File: src/rtl/rv32i_dbus_wb.sv
// rv32i MEM-stage data port to Wishbone classic bridge with posted store buffer.
// Optional bus watchdog: define DBUS_TIMEOUT_EN.
module rv32i_dbus_wb #(
  parameter int SB_DEPTH       = 4,
  parameter int TIMEOUT_CYCLES = 255
) (
  input  logic        clk,
  input  logic        reset_n,
  input  logic [31:0] mem_addr_mem,
  input  logic [31:0] mem_wdata_mem,
  input  logic        mem_write_mem,
  input  logic        mem_read_mem,
  input  logic [2:0]  mem_op_mem,
  output logic [31:0] mem_rdata_mem,
  output logic        stall_pipl,
  output logic        wb_cyc_o,
  output logic        wb_stb_o,
  output logic        wb_we_o,
  output logic [31:0] wb_adr_o,
  output logic [31:0] wb_dat_o,
  output logic [3:0]  wb_sel_o,
  input  logic [31:0] wb_dat_i,
  input  logic        wb_ack_i,
  input  logic        wb_err_i,
  output logic        sb_empty_o,
  output logic        misaligned_o,
  output logic        bus_err_o
);

  localparam int AW = $clog2(SB_DEPTH);
  localparam logic [AW:0] ONE = 1;

  typedef enum logic [1:0] {
    IDLE, ST_BUS, LD_BUS, LD_DONE
  } state_t;

  state_t state;

  logic [29:0] fifo_adr [SB_DEPTH];
  logic [31:0] fifo_dat [SB_DEPTH];
  logic [3:0]  fifo_sel [SB_DEPTH];
  logic [AW:0] wptr, rptr, wptr_n, rptr_n;

  logic        is_b, is_h, is_w, mis;
  logic        ld_req, st_req, push, pop;
  logic        empty, full, done, tmo;
  logic [31:0] ln_dat;
  logic [3:0]  ln_sel;
  logic [31:0] ld_word, ld_sh, ld_ext;
  logic [1:0]  ld_off;
  logic [2:0]  ld_op;

  assign is_b = mem_op_mem[1:0] == 2'b00;
  assign is_h = mem_op_mem[1:0] == 2'b01;
  assign is_w = mem_op_mem[1:0] == 2'b10;
  assign mis  = (is_h & mem_addr_mem[0])
              | (is_w & (|mem_addr_mem[1:0]));

  assign ld_req = mem_read_mem & ~mis;
  assign st_req = mem_write_mem & ~mis;

  assign empty = wptr == rptr;
  assign full  = (wptr[AW] != rptr[AW])
              && (wptr[AW-1:0] == rptr[AW-1:0]);

  assign done = wb_ack_i | wb_err_i | tmo;
  assign pop  = (state == ST_BUS) & done;

  // a pop in this cycle frees a slot, so a full buffer still takes the push
  assign stall_pipl = (ld_req & (state != LD_DONE))
                    | (st_req & full & ~pop);
  assign push = st_req & ~stall_pipl;

  assign wptr_n = push ? wptr + ONE : wptr;
  assign rptr_n = pop ? rptr + ONE : rptr;

  always_comb begin
    ln_dat = mem_wdata_mem;
    ln_sel = 4'b1111;
    unique case (1'b1)
      is_b: begin
        ln_dat = {24'b0, mem_wdata_mem[7:0]}
                 << {mem_addr_mem[1:0], 3'b000};
        ln_sel = 4'b0001 << mem_addr_mem[1:0];
      end
      is_h: begin
        ln_dat = {16'b0, mem_wdata_mem[15:0]}
                 << {mem_addr_mem[1], 4'b0000};
        ln_sel = mem_addr_mem[1] ? 4'b1100 : 4'b0011;
      end
      default: ;
    endcase
  end

  assign ld_sh = ld_word >> {ld_off, 3'b000};

  always_comb begin
    ld_ext = ld_word;
    unique case (ld_op)
      3'b000:  ld_ext = {{24{ld_sh[7]}}, ld_sh[7:0]};
      3'b001:  ld_ext = {{16{ld_sh[15]}}, ld_sh[15:0]};
      3'b100:  ld_ext = {24'b0, ld_sh[7:0]};
      3'b101:  ld_ext = {16'b0, ld_sh[15:0]};
      default: ld_ext = ld_word;
    endcase
  end

  // a misaligned load completes in its own cycle with zero data
  assign mem_rdata_mem = (mem_read_mem & mis) ? 32'b0 : ld_ext;

`ifdef DBUS_TIMEOUT_EN
  localparam int TW = $clog2(TIMEOUT_CYCLES + 1);
  localparam logic [TW-1:0] TLIM = TW'(TIMEOUT_CYCLES - 1);
  localparam logic [TW-1:0] TONE = 1;
  logic [TW-1:0] tcnt;

  always_ff @(posedge clk or negedge reset_n) begin
    if (!reset_n)      tcnt <= '0;
    else if (!wb_cyc_o) tcnt <= '0;
    else               tcnt <= tcnt + TONE;
  end

  assign tmo = wb_cyc_o & (tcnt == TLIM);
`else
  assign tmo = 1'b0;
`endif

  always_ff @(posedge clk) begin
    if (push) begin
      fifo_adr[wptr[AW-1:0]] <= mem_addr_mem[31:2];
      fifo_dat[wptr[AW-1:0]] <= ln_dat;
      fifo_sel[wptr[AW-1:0]] <= ln_sel;
    end
  end

  always_ff @(posedge clk or negedge reset_n) begin
    if (!reset_n) begin
      state        <= IDLE;
      wptr         <= '0;
      rptr         <= '0;
      wb_cyc_o     <= 1'b0;
      wb_stb_o     <= 1'b0;
      wb_we_o      <= 1'b0;
      wb_adr_o     <= '0;
      wb_dat_o     <= '0;
      wb_sel_o     <= '0;
      ld_word      <= '0;
      ld_off       <= '0;
      ld_op        <= '0;
      sb_empty_o   <= 1'b1;
      misaligned_o <= 1'b0;
      bus_err_o    <= 1'b0;
    end else begin
      wptr         <= wptr_n;
      rptr         <= rptr_n;
      sb_empty_o   <= wptr_n == rptr_n;
      misaligned_o <= (mem_read_mem | mem_write_mem) & mis;
      bus_err_o    <= 1'b0;
      unique case (state)
        IDLE: begin
          if (ld_req && empty) begin
            state    <= LD_BUS;
            wb_cyc_o <= 1'b1;
            wb_stb_o <= 1'b1;
            wb_we_o  <= 1'b0;
            wb_adr_o <= {mem_addr_mem[31:2], 2'b00};
            wb_sel_o <= ln_sel;
            ld_off   <= mem_addr_mem[1:0];
            ld_op    <= mem_op_mem;
          end else if (!empty || push) begin
            // an empty buffer issues the incoming store straight away
            state    <= ST_BUS;
            wb_cyc_o <= 1'b1;
            wb_stb_o <= 1'b1;
            wb_we_o  <= 1'b1;
            wb_adr_o <= empty ? {mem_addr_mem[31:2], 2'b00}
                              : {fifo_adr[rptr[AW-1:0]], 2'b00};
            wb_dat_o <= empty ? ln_dat : fifo_dat[rptr[AW-1:0]];
            wb_sel_o <= empty ? ln_sel : fifo_sel[rptr[AW-1:0]];
          end
        end
        ST_BUS: begin
          if (done) begin
            state     <= IDLE;
            wb_cyc_o  <= 1'b0;
            wb_stb_o  <= 1'b0;
            wb_we_o   <= 1'b0;
            bus_err_o <= ~wb_ack_i;
          end
        end
        LD_BUS: begin
          if (done) begin
            state     <= LD_DONE;
            wb_cyc_o  <= 1'b0;
            wb_stb_o  <= 1'b0;
            ld_word   <= wb_ack_i ? wb_dat_i : 32'b0;
            bus_err_o <= ~wb_ack_i;
          end
        end
        LD_DONE: state <= IDLE;
        default: state <= IDLE;
      endcase
    end
  end

endmodule

File: config.mk
export PLATFORM = sky130hd
export DESIGN_NAME = rv32i_dbus_wb
export DESIGN_NICKNAME = d
export VERILOG_FILES = /design/src/rtl/rv32i_dbus_wb.sv
export SDC_FILE = /design/constraint.sdc
export NUM_CORES = 1
export LEC_CHECK = 0
export BUFFER_PORTS_ARGS = -buffer_cell sky130_fd_sc_hd__buf_2
export CELL_PAD_IN_SITES_DETAIL_PLACEMENT = 1
export CELL_PAD_IN_SITES_GLOBAL_PLACEMENT = 2
export CORE_UTILIZATION = 37
export CTS_CLUSTER_DIAMETER = 50
export CTS_CLUSTER_SIZE = 10
export DETAILED_ROUTE_END_ITERATION = 10
export PLACE_DENSITY = 0.72
export SYNTH_ARGS = -nofsm -noshare
export SYNTH_HDL_FRONTEND = slang
export SYNTH_SLANG_ARGS = --single-unit
File: constraint.sdc
create_clock -name clk -period 3.45 [get_ports clk]
set_input_delay 0.1725 -clock clk [delete_from_list [all_inputs] [get_ports clk]]
set_output_delay 0.1725 -clock clk [all_outputs]
set_load 0.02 [all_outputs]
### After elaboration in Yosys (flattened, before gate mapping)

Memory sizes are Yosys's and may differ from the RTL's. A register that Yosys moved wholly into a read port is not among the register bits.
Index checks and enable logic that the tools add are counted.

| storage, ports and cells | value |
|---|---|
| output and inout bits | 107 |
| bits in registers | 86 |
| memories | 3 |
| memory bits (writable) | 264 |

Memory list:

| memory | depth | width | read ports | clocked after Yosys merged registers in | write ports | line | RTL |
|---|---|---|---|---|---|---|---|
| fifo_dat | 4 | 32 | 1 | 1 | 1 | 40 | `logic [31:0] fifo_dat [SB_DEPTH];` |
| fifo_adr | 4 | 30 | 1 | 0 | 1 | 39 | `logic [29:0] fifo_adr [SB_DEPTH];` |
| fifo_sel | 4 | 4 | 1 | 0 | 1 | 41 | `logic [3:0] fifo_sel [SB_DEPTH];` |

| operators by class | value |
|---|---|
| reduce and logical (&&, ||, !) cells | 20 |
| eq/ne operators | 17 |
| add/subtract/negate cells | 2 |
| shift operators | 4 |
| muxes and demuxes | 29 |
| bitwise gates (word level) | 20 |

Operators with widths:

| operator | number |
|---|---|
| two-way mux 32 bit | 5 |
| one-hot mux 32 bit (4 select lines) | 1 |
| one-hot mux 32 bit (2 select lines) | 1 |
| left shift 16 x 5 -> 32 bit | 1 |
| left shift 8 x 5 -> 32 bit | 1 |
| >> shifter 32 x 5 -> 16 bit | 1 |
| two-way mux 4 bit | 4 |
| AND reduction 3 bit | 4 |
| AND 1 bit | 11 |
| two-way mux 1 bit | 8 |
| two-way mux 2 bit | 4 |
| one-hot mux 2 bit (4 select lines) | 1 |
| one-hot mux 4 bit (2 select lines) | 1 |
| adder 3 x 1 -> 3 bit, second input constant | 2 |
| == test 2 bit, second input constant | 3 |
| == test 3 bit | 2 |
| == test 3 bit, second input constant | 2 |
| two-way mux 3 bit | 2 |
| != test 2 bit, second input constant | 3 |
| AND reduction 2 bit | 3 |
| nonzero test 2 bit | 3 |
| NOT 1 bit | 5 |
| == test 2 x 1 -> 1 bit, second input constant | 2 |
| logical NOT 2 bit | 2 |
| 13 further kinds | 20 |

### Logic depth before layout (Yosys ltp)

Gate-level depths: netlist (run 1).

| depth | value |
|---|---|
| word-level depth | 14 |
| mapped depth | 9 |

### Worst setup path after synthesis (run 1)

Ideal clock, no wire load.

| timing path | value |
|---|---|
| path type | flip-flop to flip-flop |
| from | register state[1] |
| to | memory fifo_adr[3][0] (enable) |
| stages on the path, launching flop included | 7 |
| period minus slack after synthesis | 3405 ps |
| data arrival time | 2973 ps |
| library setup time | 432 ps |
| setup slack | 45 ps |
| buffers on the path | 0 |
| required time | 3018 ps |
| cell sequence | dfrtp_1 > inv_1 > ha_1 > o21a_1 > nor4_1 > nor3_2 > and2_1 |

| between the ends | value |
|---|---|
| word-level cells in the longest chain between the ends | 9 |

RTL lines:

| what | line | RTL |
|---|---|---|
| start: declaration | 37 | `state_t state;` |
| start signal: assignment | 138 | `state <= IDLE;` |
| start signal: assignment | 162 | `state <= LD_BUS;` |
| start signal: assignment | 172 | `state <= ST_BUS;` |
| == test 2 x 1 -> 1 bit | 67 | `assign pop = (state == ST_BUS) & done;` |
| AND 1 bit | 67 |  |
| NOT 1 bit | 71 | `\| (st_req & full & ~pop);` |
| AND 1 bit | 71 |  |
| OR 1 bit * | 71 |  |
| NOT 1 bit * | 72 | `assign push = st_req & ~stall_pipl;` |
| AND 1 bit * | 72 |  |
| two-way mux 1 bit * | 129 | `if (push) begin` |
| two-way mux 1 bit (not written as such) * | 130 | `fifo_adr[wptr[AW-1:0]] <= mem_addr_mem[31:2];` |
| end: declaration | 39 |  |

Every way passes the cells marked *; elsewhere a longest branch is shown, timed or not.

### Final worst setup path (run 1)

| timing path | value |
|---|---|
| from | register ld_off[1] |
| to | output port mem_rdata_mem[17] |

| between the ends | value |
|---|---|
| word-level cells in the longest chain between the ends | 3 |

RTL lines:

| what | line | RTL |
|---|---|---|
| start: declaration | 50 | `logic [1:0] ld_off;` |
| start signal: assignment | 168 | `ld_off <= mem_addr_mem[1:0];` |
| >> shifter 32 x 5 -> 16 bit | 95 | `assign ld_sh = ld_word >> {ld_off, 3'b000};` |
| one-hot mux 32 bit (4 select lines) | 99 | `unique case (ld_op)` |
| two-way mux 32 bit | 109 | `assign mem_rdata_mem = (mem_read_mem & mis) ? 32'b0 : ld_ext;` |
| end: declaration | 14 | `output logic [31:0] mem_rdata_mem,` |

No other way between the ends.

==> summary.txt, run 1 <==
Most frequent cells in the layout -> 264 x edfxtp_1, 208 x buf_2, 113 x dfrtp_1, 80 x mux2i_1
Final Max Slew Viols -> 0
Final WS setup -> 341 ps
Final setup skew -> 23.9 ps
Leakage -> 7.93 nW
Period utilisation layout -> 90.1%
WP data required -> 3280 ps
FILL cells -> 4204
Post-route cell area -> 0.0199 mm2
Warnings from Yosys -> 0
Antenna violations before repair -> 1
Final core occ -> 47.2%
Initial Util -> 37.8%
Total core area -> 0.0422 mm2
Post-CTS setup repair buffer count -> 0
Post-place setup slack -> 692 ps
TritonCTS Sinks -> 380
DR DRC count -> 0
Clock tree buffer depth -> 3
Critical path peak fanout -> 16
Synth Flop Type -> edfxtp_1
Max-cap check violation count -> 0
Status -> completed
RSZ-0062 raised after global routing -> no
RePlAce Congestion -> 0.822
Row count -> 75
First-pass GRT wire length -> 65600 um
Synth unique cells -> 50
Sequential-to-total area share from yosys stat -> 67.8%
Total power -> 17.9 mW
First-pass DRT Iterations -> 5
Largest net degree at the start of global routing -> 69
Post-layout nets -> 1437
Final hold violations -> 0
Remaining global-route overflow -> 0
Detailed Route Iter0 Violations -> 620
Dpl cells -> 1741
Crit end category -> output port
Area grow syn2layout -> 24.8%
Post-Route WL -> 42500 um
Crit path DAT -> 2940 ps
Ant diodes -> 0
Area occupied by multi-input gates -> 0.00481 mm2
Die span in y -> 210 um
Total track usage -> 19.7%
Share of power burned in registers -> 36.3%
WL per Instance -> 22.4 um
Worst-path clk slew -> 60 ps
Int Pwr -> 11.4 mW
Share of cells above drive strength 1 -> 28.2%
Commonest non-fill, non-tap cell in the layout -> edfxtp_1
Die area -> 0.0440 mm2
Clk Latency, worst-skew pair -> 580 ps
Mapped cell area -> 0.0160 mm2
EDFF count, synth -> 264
Non-filler cells, final -> 1899
Slew @ Worst Pin -> 959 ps
Mapped Avg Cell Area -> 15.5 um2
Psw -> 6.51 mW
IO Pins -> 212
CTS tree -> done
Vias in the first global route -> 10.9k
Post-route setup TNS -> 0 ps
Max H-tree Level -> 2
Die W -> 210 um
Tmin final -> 3110 ps
Max IR drop VDD -> 0.539 mV
Clk pwr share -> 26.3%
FF+latch count, synth -> 380
Min Hold Slack -> 31.3 ps
Port bufs -> 209
Placed cell areas -> 0.0177 mm2
Post-route ant nets -> 0
Vias -> 10.0k
WS Path Type -> reg -> out
Net Sw Frac -> 36.4%
Via density -> 5.28
CP startpoint kind -> flip-flop
# setup viols final -> 0
Hold crit path type -> in -> reg
DP HPWL -> 26800 um
Worst R2R Setup Slack -> 680 ps
Comb power frac -> 37.4%
Slew margin rel. -> 36.1%
Pwr/cell area -> 897 mW/mm2
Register Area -> 0.0108 mm2
Fmax -> 322 MHz
Total CTS buffers -> 47
Ys async rst share -> 30.5%
CTS root buffer -> clkbuf_16
Post-Syn Instances -> 1033
[cell families after synthesis]
group	share of synthesized area [%]
AND/OR/NAND/NOR	5.84
flip-flops	67.8
adder cells (fa/ha/maj)	0.705
buffers and inverters	2.36
XOR/XNOR	0.823
AO/OA/AOI/OAI	7.60
multiplexers	14.8
other	0.0235
[final timing paths]
kind,start,to,depth (start not counted)
worst max-delay path,ld_off[1],mem_rdata_mem[17],5
worst min-delay path,mem_wdata_mem[20],fifo_dat[2][20],2
worst max register to register,state[1],fifo_adr[2][6],7
worst min register to register,wb_adr_o[17],wb_adr_o[17],2
max in group asynchronous,reset_n,sb_empty_o,3
min in group asynchronous,reset_n,wb_adr_o[16],2
[sequential cells by signal (all words and copies together) (netlist names)]
register,cells
wb_stb_o,1
wb_sel_o,4
rptr,3
fifo_adr,120
ld_op,3
ld_word,32
bus_err_o,1
sb_empty_o,1
wb_we_o,1
fifo_dat,128
wptr,3
wb_adr_o,30
state,2
ld_off,2
fifo_sel,16
wb_dat_o,32
misaligned_o,1
[critical path: stages (launching register included)]
cell	delay, ps
dfrtp_1	740
mux4_2	610
mux2_2	320
a21oi_4	390
nor3_1	120
buf_2	180
[layout make-up]
cell class,instances,share of cell area [%]
Tap cell,539,3.39
Clock buffer,75,6.53
Multi-Input combinational cell,569,24.1
Clock inverter,11,0.886
Sequential cell,380,54.4
Inverter,16,0.301
Timing Repair Buffer,309,10.4
[cells in the mapped netlist, types with 2 or more instances]
cell	number	area [um2]
a21oi_1	42	210
a221oi_1	8	70.1
a22o_1	40	350
a22oi_1	12	90.1
a31oi_1	2	12.5
and2_1	13	81.3
and3b_1	3	26.3
buf_1	3	11.3
buf_2	19	95.1
buf_4	3	22.5
buf_6	3	33.8
clkbuf_1	41	154
dfrtp_1	115	2880
edfxtp_1	264	7930
ha_1	9	113
inv_1	16	60.1
mux2_2	5	56.3
mux2i_1	80	801
mux4_2	67	1510
nand2_1	72	270
nand2b_1	4	25.0
nand3_1	5	25.0
nor2_1	55	206
nor2b_1	21	131
nor3_1	20	100
nor3b_1	2	15.0
o21a_1	2	15.0
o21ai_0	61	305
o21ai_1	2	10.0
o21bai_1	3	22.5
o22ai_1	7	43.8
o31ai_1	3	22.5
xnor2_1	7	61.3
xor2_1	8	70.1
[power groups by stage]
stage | clock network (mW) | registers (mW) | logic [mW]
final | 4.71 | 6.48 | 6.68
after global routing | 5.00 | 6.60 | 7.32
after CTS | 4.86 | 6.49 | 6.80
after detailed placement | 0 | 6.56 | 6.69
after global placement | 0 | 6.53 | 6.60
after floorplan | 0 | 6.82 | 4.28
[timing repair]
item | in CTS | in global routing
endpoints found under the setup margin | 0 | 5
endpoints found under the hold margin | 248 | 0
hold buffers | 72 | 0
resized for setup | 0 | 1
[metal layers]
metal  track usage, %  share of wire (%)  vias to the layer above
met2             32.3                 48                      257
met4             6.34                2.3                        2
met1             26.9                 44                     5159
met5                0              0.031                        -
met3             3.31                5.2                       70
li1                 -                  -                     4532
(Power assumes the default switching activity.)
==> run 2: changes to the inputs <==
--- a/config.mk
+++ b/config.mk
@@ -8,6 +8,7 @@
 export BUFFER_PORTS_ARGS = -buffer_cell sky130_fd_sc_hd__buf_2
 export CELL_PAD_IN_SITES_DETAIL_PLACEMENT = 1
 export CELL_PAD_IN_SITES_GLOBAL_PLACEMENT = 2
+export CORE_ASPECT_RATIO = 1.5
 export CORE_UTILIZATION = 37
 export CTS_CLUSTER_DIAMETER = 50
 export CTS_CLUSTER_SIZE = 10
==> summary.txt, run 2 (synthesized netlist as in run 1, its figures left out) <==
Status -> completed (unchanged)
Critical Path Start -> ld_off[1] (unchanged)
Initial Util -> 37.8% (about the same)
Total core area -> 0.0422 mm2 (about the same)
Post-Route WL -> 40300 um (was 42500 um)
Leakage -> 7.85 nW (was 7.93 nW)
Post-route setup TNS -> 0 ps (unchanged)
Critical path cell sequence -> mux4_2, mux2_2, a21oi_2, buf_4, nor3_1, buf_2 (was mux4_2, mux2_2, a21oi_4, nor3_1, buf_2)
M1 GR Usage -> 23.3% (was 26.9%)
RR Endpoint -> fifo_adr[0][6] (was fifo_adr[2][6])
PostCTS Resize Cnt -> 0 (unchanged)
Hold crit path type -> in -> reg (unchanged)
Most frequent cells in the layout -> 264 x edfxtp_1, 208 x buf_2, 113 x dfrtp_1, 80 x mux2i_1, 72 x nand2_1 (was 264 x edfxtp_1, 208 x buf_2, 113 x dfrtp_1, 80 x mux2i_1)
Area grow syn2layout -> 23.9% (was 24.8%)
CTS root buffer -> clkbuf_16 (unchanged)
TritonCTS Sinks -> 380 (unchanged)
Worst R2R Setup Slack -> 750 ps (was 680 ps)
Largest net degree at the start of global routing -> 71 (was 69)
Post-route cell area -> 0.0198 mm2 (was 0.0199 mm2)
Tmin final -> 3040 ps (was 3110 ps)
Max H-tree Level -> 2 (unchanged)
# setup viols final -> 0 (unchanged)
Max IR drop VDD -> 0.439 mV (was 0.539 mV)
Clock tree buffer depth -> 3 (unchanged)
Die W -> 172 um (was 210 um)
Hold Path End -> wb_we_o (was fifo_dat[2][20])
DP HPWL -> 25600 um (was 26800 um)
Commonest non-fill, non-tap cell in the layout -> edfxtp_1 (unchanged)
Crit path DAT -> 2870 ps (was 2940 ps)
Remaining global-route overflow -> 0 (unchanged)
IO Pins -> 212 (unchanged)
Worst Hold Path Cells -> 4 (was 2)
Post-layout nets -> 1431 (was 1437)
First-pass DRT Iterations -> 5 (unchanged)
WP data required -> 3280 ps (about the same)
Final hold violations -> 0 (unchanged)
Die area -> 0.0440 mm2 (about the same)
Fmax -> 329 MHz (was 322 MHz)
CTS tree -> done (unchanged)
CP startpoint kind -> flip-flop (unchanged)
Row count -> 92 (was 75)
Share of cells above drive strength 1 -> 27.8% (was 28.2%)
First-pass GRT wire length -> 63300 um (was 65600 um)
Clk Latency, worst-skew pair -> 550 ps (was 580 ps)
Final Max Slew Viols -> 0 (unchanged)
Pwr/cell area -> 878 mW/mm2 (was 897 mW/mm2)
Max FFs per register -> 128 (unchanged)
Slew margin rel. -> 41.1% (was 36.1%)
Slew @ Worst Pin -> 882 ps (was 959 ps)
Detailed Route Iter0 Violations -> 425 (was 620)
DR DRC count -> 0 (unchanged)
Post-route ant nets -> 0 (unchanged)
RSZ-0062 raised after global routing -> no (unchanged)
Met2 usage -> 34.3% (was 32.3%)
Die span in y -> 256 um (was 210 um)
Final setup skew -> 17.7 ps (was 23.9 ps)
Worst r2r src -> state[1] (unchanged)
Max-cap check violation count -> 0 (unchanged)
Layer with the highest usage -> met2 (unchanged)
Worst reg2reg path depth -> 7 (unchanged)
Via density -> 5.12 (was 5.28)
Antenna violations before repair -> 0 (was 1)
Period utilisation layout -> 88.1% (was 90.1%)
Placed cell areas -> 0.0178 mm2 (was 0.0177 mm2)
Vias in the first global route -> 10.9k (about the same)
FILL cells -> 4270 (was 4204)
WL per Instance -> 21.1 um (was 22.4 um)
Ant diodes -> 0 (unchanged)
Total track usage -> 19.0% (was 19.7%)
WS Path Type -> reg -> out (unchanged)
Total CTS buffers -> 44 (was 47)
Port bufs -> 209 (unchanged)
RePlAce Congestion -> 0.775 (was 0.822)
Worst-path clk slew -> 60 ps (about the same)
CP max stage cell -> dfrtp_1 (unchanged)
Largest stage delay on the critical path -> 750 ps (was 740 ps)
Vias -> 9806 (was 10.0k)
Total power -> 17.4 mW (was 17.9 mW)
Global routing met3 resource utilization -> 2.45% (was 3.31%)
Hold Crit Start -> mem_read_mem (was mem_wdata_mem[20])
Crit end category -> output port (unchanged)
Critical path peak fanout -> 16 (unchanged)
==> run 2: cell count changes in the layout (fill, tap and decap cells not counted), moves of 3 or more <==
cell and change:
and2_4 +4, clkinvlp_4 -3, dlygate4sd3_1 -4, clkbuf_16 -3, clkbuf_1 +5, and2_2 -4
==> run 2: through the flow <==
| step | util (%) | instances | hold WS, ps | setup slack (ps) |
|---|---|---|---|---|
| 2_1_floorplan | - | 1034 | -123 | 44.6 |
| 3_3_place_gp | 42.1 | 1767 | 254 | 800 |
| 3_5_place_dp | 42.1 | 1767 | 254 | 688 |
| 4_1_cts | 46.8 | 1915 | 19.5 | 327 |
| 5_1_grt | 46.8 | 1915 | 39.7 | 237 |
| 6_report | 46.8 | 1915 | 25.0 | 411 |
==> run 2: layout make-up <==
class                           count  area, um2  share of cell area, %
Clock buffer                       75       1220                   6.15
Clock inverter                      5       82.6                  0.417
Inverter                           16       60.1                  0.304
Multi-Input combinational cell    569       4810                   24.3
Sequential cell                   380      10800                   54.8
Tap cell                          564        706                   3.57
Timing Repair Buffer              306       2060                   10.4
==> run 2: worst max-delay path by stage <==
stage	endpoint	slack, ps	cells after the start
global placement	fifo_adr[0][6]	800	6
detailed placement	fifo_adr[0][7]	690	7
CTS	mem_rdata_mem[29]	330	6
global route	mem_rdata_mem[29]	240	6
finish	mem_rdata_mem[29]	410	6
floorplan	fifo_adr[3][0]	40	6
==> run 2: routing by layer <==
layer  vias up  wire, um
met5         -         0
met4         0       984
met3        62      1590
met2       224     21500
met1      5012     16200
li1       4508         -
==> run 2: worst max-delay path: cells and delay by family (launching register included) <==
family / cells / cell delay (ps)
compound gates: 1 / 140
buf+inv: 2 / 430
flops: 1 / 750
mux: 2 / 910
simple gates: 1 / 90
==> run 2: timing repair <==
| item | 4_1_cts | 5_1_grt |
|---|---|---|
| hold buffers | 68 | 0 |
| setup buffers | 0 | 0 |
| hold endpoints to repair | 251 | 0 |
==> run 2: power breakdown <==
part | internal, mW | switching, mW
Combinational | 2.72 | 3.87
Clock | 2.48 | 1.79
Sequential | 5.86 | 0.647
==> run 3: changes to the inputs <==
--- a/config.mk
+++ b/config.mk
@@ -5,15 +5,16 @@
 export SDC_FILE = /design/constraint.sdc
 export NUM_CORES = 1
 export LEC_CHECK = 0
+export ABC_AREA = 1
 export BUFFER_PORTS_ARGS = -buffer_cell sky130_fd_sc_hd__buf_2
 export CELL_PAD_IN_SITES_DETAIL_PLACEMENT = 1
 export CELL_PAD_IN_SITES_GLOBAL_PLACEMENT = 2
 export CORE_ASPECT_RATIO = 1.5
-export CORE_UTILIZATION = 37
+export CORE_UTILIZATION = 34
 export CTS_CLUSTER_DIAMETER = 50
 export CTS_CLUSTER_SIZE = 10
 export DETAILED_ROUTE_END_ITERATION = 10
-export PLACE_DENSITY = 0.72
+export PLACE_DENSITY = 0.73
 export SYNTH_ARGS = -nofsm -noshare
 export SYNTH_HDL_FRONTEND = slang
 export SYNTH_SLANG_ARGS = --single-unit
==> summary.txt, run 3 <==
Status -> completed (unchanged)
Post-Syn Instances -> 1525 (was 1033)
TritonCTS Sinks -> 380 (unchanged)
Mapped Avg Cell Area -> 10.8 um2 (was 15.5 um2)
Area occupied by multi-input gates -> 0.00481 mm2 (unchanged)
DR DRC count -> 0 (unchanged)
Register Area -> 0.0108 mm2 (about the same)
Commonest non-fill, non-tap cell in the layout -> edfxtp_1 (unchanged)
Fmax -> 321 MHz (was 329 MHz)
FILL cells -> 5276 (was 4270)
Slew @ Worst Pin -> 1090 ps (was 882 ps)
Most frequent cell after synthesis -> edfxtp_1 (unchanged)
Post-CTS setup repair buffer count -> 0 (unchanged)
Critical path peak fanout -> 17 (was 16)
Synth area leaders -> edfxtp_1 48%, dfrtp_1 17%, o21ai_0 6.9% (was edfxtp_1 50%, dfrtp_1 18%, mux4_2 9.4%)
Post-Route WL -> 49800 um (was 40300 um)
Max IR drop VDD -> 0.465 mV (was 0.439 mV)
Sequential-to-total area share from yosys stat -> 65.7% (was 67.8%)
Max-cap check violation count -> 0 (unchanged)
Max H-tree Level -> 2 (unchanged)
Crit path DAT -> 2940 ps (was 2870 ps)
Min Hold Slack -> 19.1 ps (was 25.0 ps)
Final setup skew -> 23.6 ps (was 17.7 ps)
Most frequent cells in the layout -> 264 x edfxtp_1, 227 x o21ai_0, 208 x buf_2, 201 x nand2_1, 162 x nor2_1 (was 264 x edfxtp_1, 208 x buf_2, 113 x dfrtp_1, 80 x mux2i_1, 72 x nand2_1)
FF+latch count, synth -> 380 (unchanged)
CTS root buffer -> clkbuf_16 (unchanged)
CP startpoint kind -> flip-flop (unchanged)
Worst-path clk slew -> 50 ps (was 60 ps)
WP data required -> 3280 ps (about the same)
Total core area -> 0.0478 mm2 (was 0.0422 mm2)
EDFF count, synth -> 264 (unchanged)
First-pass DRT Iterations -> 5 (unchanged)
Area grow syn2layout -> 22.7% (was 23.9%)
Remaining global-route overflow -> 0 (unchanged)
Vias in the first global route -> 13.3k (was 10.9k)
Tmin final -> 3120 ps (was 3040 ps)
Leakage -> 8.29 nW (was 7.85 nW)
Die W -> 182 um (was 172 um)
Clock tree buffer depth -> 3 (unchanged)
Total CTS buffers -> 46 (was 44)
Post-layout nets -> 1894 (was 1431)
Total track usage -> 20.4% (was 19.0%)
Hold crit path type -> in -> reg (unchanged)
Ys async rst share -> 30.5% (unchanged)
Final Max Slew Viols -> 0 (unchanged)
Max layer used -> met4 (unchanged)
IO Pins -> 212 (unchanged)
WS Path Type -> reg -> out (unchanged)
Mapped cell area -> 0.0165 mm2 (was 0.0160 mm2)
Clk Latency, worst-skew pair -> 560 ps (was 550 ps)
Metal2 WL -> 26100 um (was 21500 um)
Yosys top cell by area -> edfxtp_1 (unchanged)
Worst R2R Setup Slack -> 730 ps (was 750 ps)
# setup viols final -> 0 (unchanged)
Vias -> 12.5k (was 9806)
Post-synth top cells -> 264 x edfxtp_1, 227 x o21ai_0, 202 x nand2_1 (was 264 x edfxtp_1, 115 x dfrtp_1, 80 x mux2i_1)
Warnings from Yosys -> 0 (unchanged)
Die area -> 0.0494 mm2 (was 0.0440 mm2)
Post-route ant nets -> 0 (unchanged)
Initial Util -> 34.5% (was 37.8%)
Pwr/cell area -> 936 mW/mm2 (was 878 mW/mm2)
Period utilisation layout -> 90.3% (was 88.1%)
Synth unique cells -> 40 (was 50)
Placed cell areas -> 0.0181 mm2 (was 0.0178 mm2)
WL per Instance -> 20.6 um (was 21.1 um)
RePlAce Congestion -> 0.770 (was 0.775)
Detailed Route Iter0 Violations -> 636 (was 425)
Port bufs -> 209 (unchanged)
First-pass GRT wire length -> 77500 um (was 63300 um)
CTS tree -> done (unchanged)
Antenna violations before repair -> 0 (unchanged)
Ant diodes -> 0 (unchanged)
RSZ-0062 raised after global routing -> no (unchanged)
Post-route cell area -> 0.0202 mm2 (was 0.0198 mm2)
Share of cells above drive strength 1 -> 18.7% (was 27.8%)
Post-place setup slack -> 696 ps (was 688 ps)
Final hold violations -> 0 (unchanged)
DP HPWL -> 30500 um (was 25600 um)
Synth top area share -> 48.1% (was 49.6%)
Max FFs per register -> 128 (unchanged)
Row count -> 98 (was 92)
Synth Flop Type -> edfxtp_1 (unchanged)
Slew margin rel. -> 26.6% (was 41.1%)
Final WS setup -> 334 ps (was 411 ps)
Crit end category -> output port (unchanged)
Met3 WL post-DR -> 1420 um (was 1590 um)
Largest net degree at the start of global routing -> 83 (was 71)
DRT met1 WL -> 20800 um (was 16200 um)
Die span in y -> 272 um (was 256 um)
Via density -> 5.17 (was 5.12)
-- run 3: cell types whose count changed after synthesis, moves of 40 or more --
cell / before / now
mux4_2: 67 / 0
a22o_1: 40 / 0
nand3_1: 5 / 61
inv_1: 16 / 98
nor2_1: 55 / 166
o22ai_1: 7 / 82
nand2_1: 72 / 202
mux2i_1: 80 / 31
o21ai_0: 61 / 227
-- run 3: final cells by class --
| class | instances | area share, % |
|---|---|---|
| clock inverter | 7 | 0.445 |
| timing repair buffer | 304 | 9.87 |
| multi-input combinational | 937 | 23.8 |
| tap | 600 | 3.71 |
| inverter | 111 | 2.08 |
| clock buffer | 77 | 6.52 |
| sequential | 380 | 53.6 |
-- run 3: stage by stage --
step                total power [mW]  util, %  instances  setup TNS (ps)
detailed placement              14.5     37.9       2265               0
finish                          18.9     42.3       2416               0
CTS                             19.2     42.3       2416               0
floorplan                       11.8        -       1526         -292230
global placement                14.3     37.9       2265               0
global route                    20.2     42.3       2416               0
-- run 3: final timing paths --
path / from / end / cells past startpoint
worst max-delay path: ld_off[1] / mem_rdata_mem[23] / 9
worst min-delay path: mem_wdata_mem[28] / fifo_dat[3][28] / 3
worst max register to register: rptr[0] / wb_adr_o[20] / 7
worst min register to register: wb_adr_o[5] / wb_adr_o[5] / 2
max in group asynchronous: reset_n / wb_adr_o[24] / 3
min in group asynchronous: reset_n / ld_word[21] / 2
-- run 3: repair_timing --
item                       in CTS  in global routing
resized for setup               0                  2
setup endpoints to repair       0                 16
hold buffers                   67                  0
hold endpoints to repair      251                  0
-- run 3: cells by family (layout without fill, tap and decap cells) --
group                    after synthesis  count (layout)  share of synthesized area, %
adder cells (fa/ha/maj)                9               9                         0.683
buffers and inverters                209             499                          5.37
flip-flops                           380             380                          65.7
AND/OR/NAND/NOR                      469             469                          12.0
AO/OA/AOI/OAI                        423             423                          14.2
multiplexers                          31              31                          1.88
XOR/XNOR                               3               3                         0.159
other                                  1               2                        0.0227
-- run 3: critical path: stages (launching register included) --
cell and delay [ps]:
dfrtp_1 770, inv_2 260, nor2_1 140, inv_1 150
o21ai_1 220, nand3_1 100, nand3_1 120, nand2_2 220
a21oi_1 210, buf_2 200
-- run 3: metal layers --
metal,GRT usage [%],vias to the layer above
met3,2.24,79
li1,-,5867
met5,0,-
met1,24.4,6305
met4,6.89,0
met2,37.6,251
-- run 3: where the power goes --
part / switching [mW] / internal [mW]
combinational: 5.35 / 2.43
sequential: 0.601 / 5.97
clock: 1.84 / 2.74
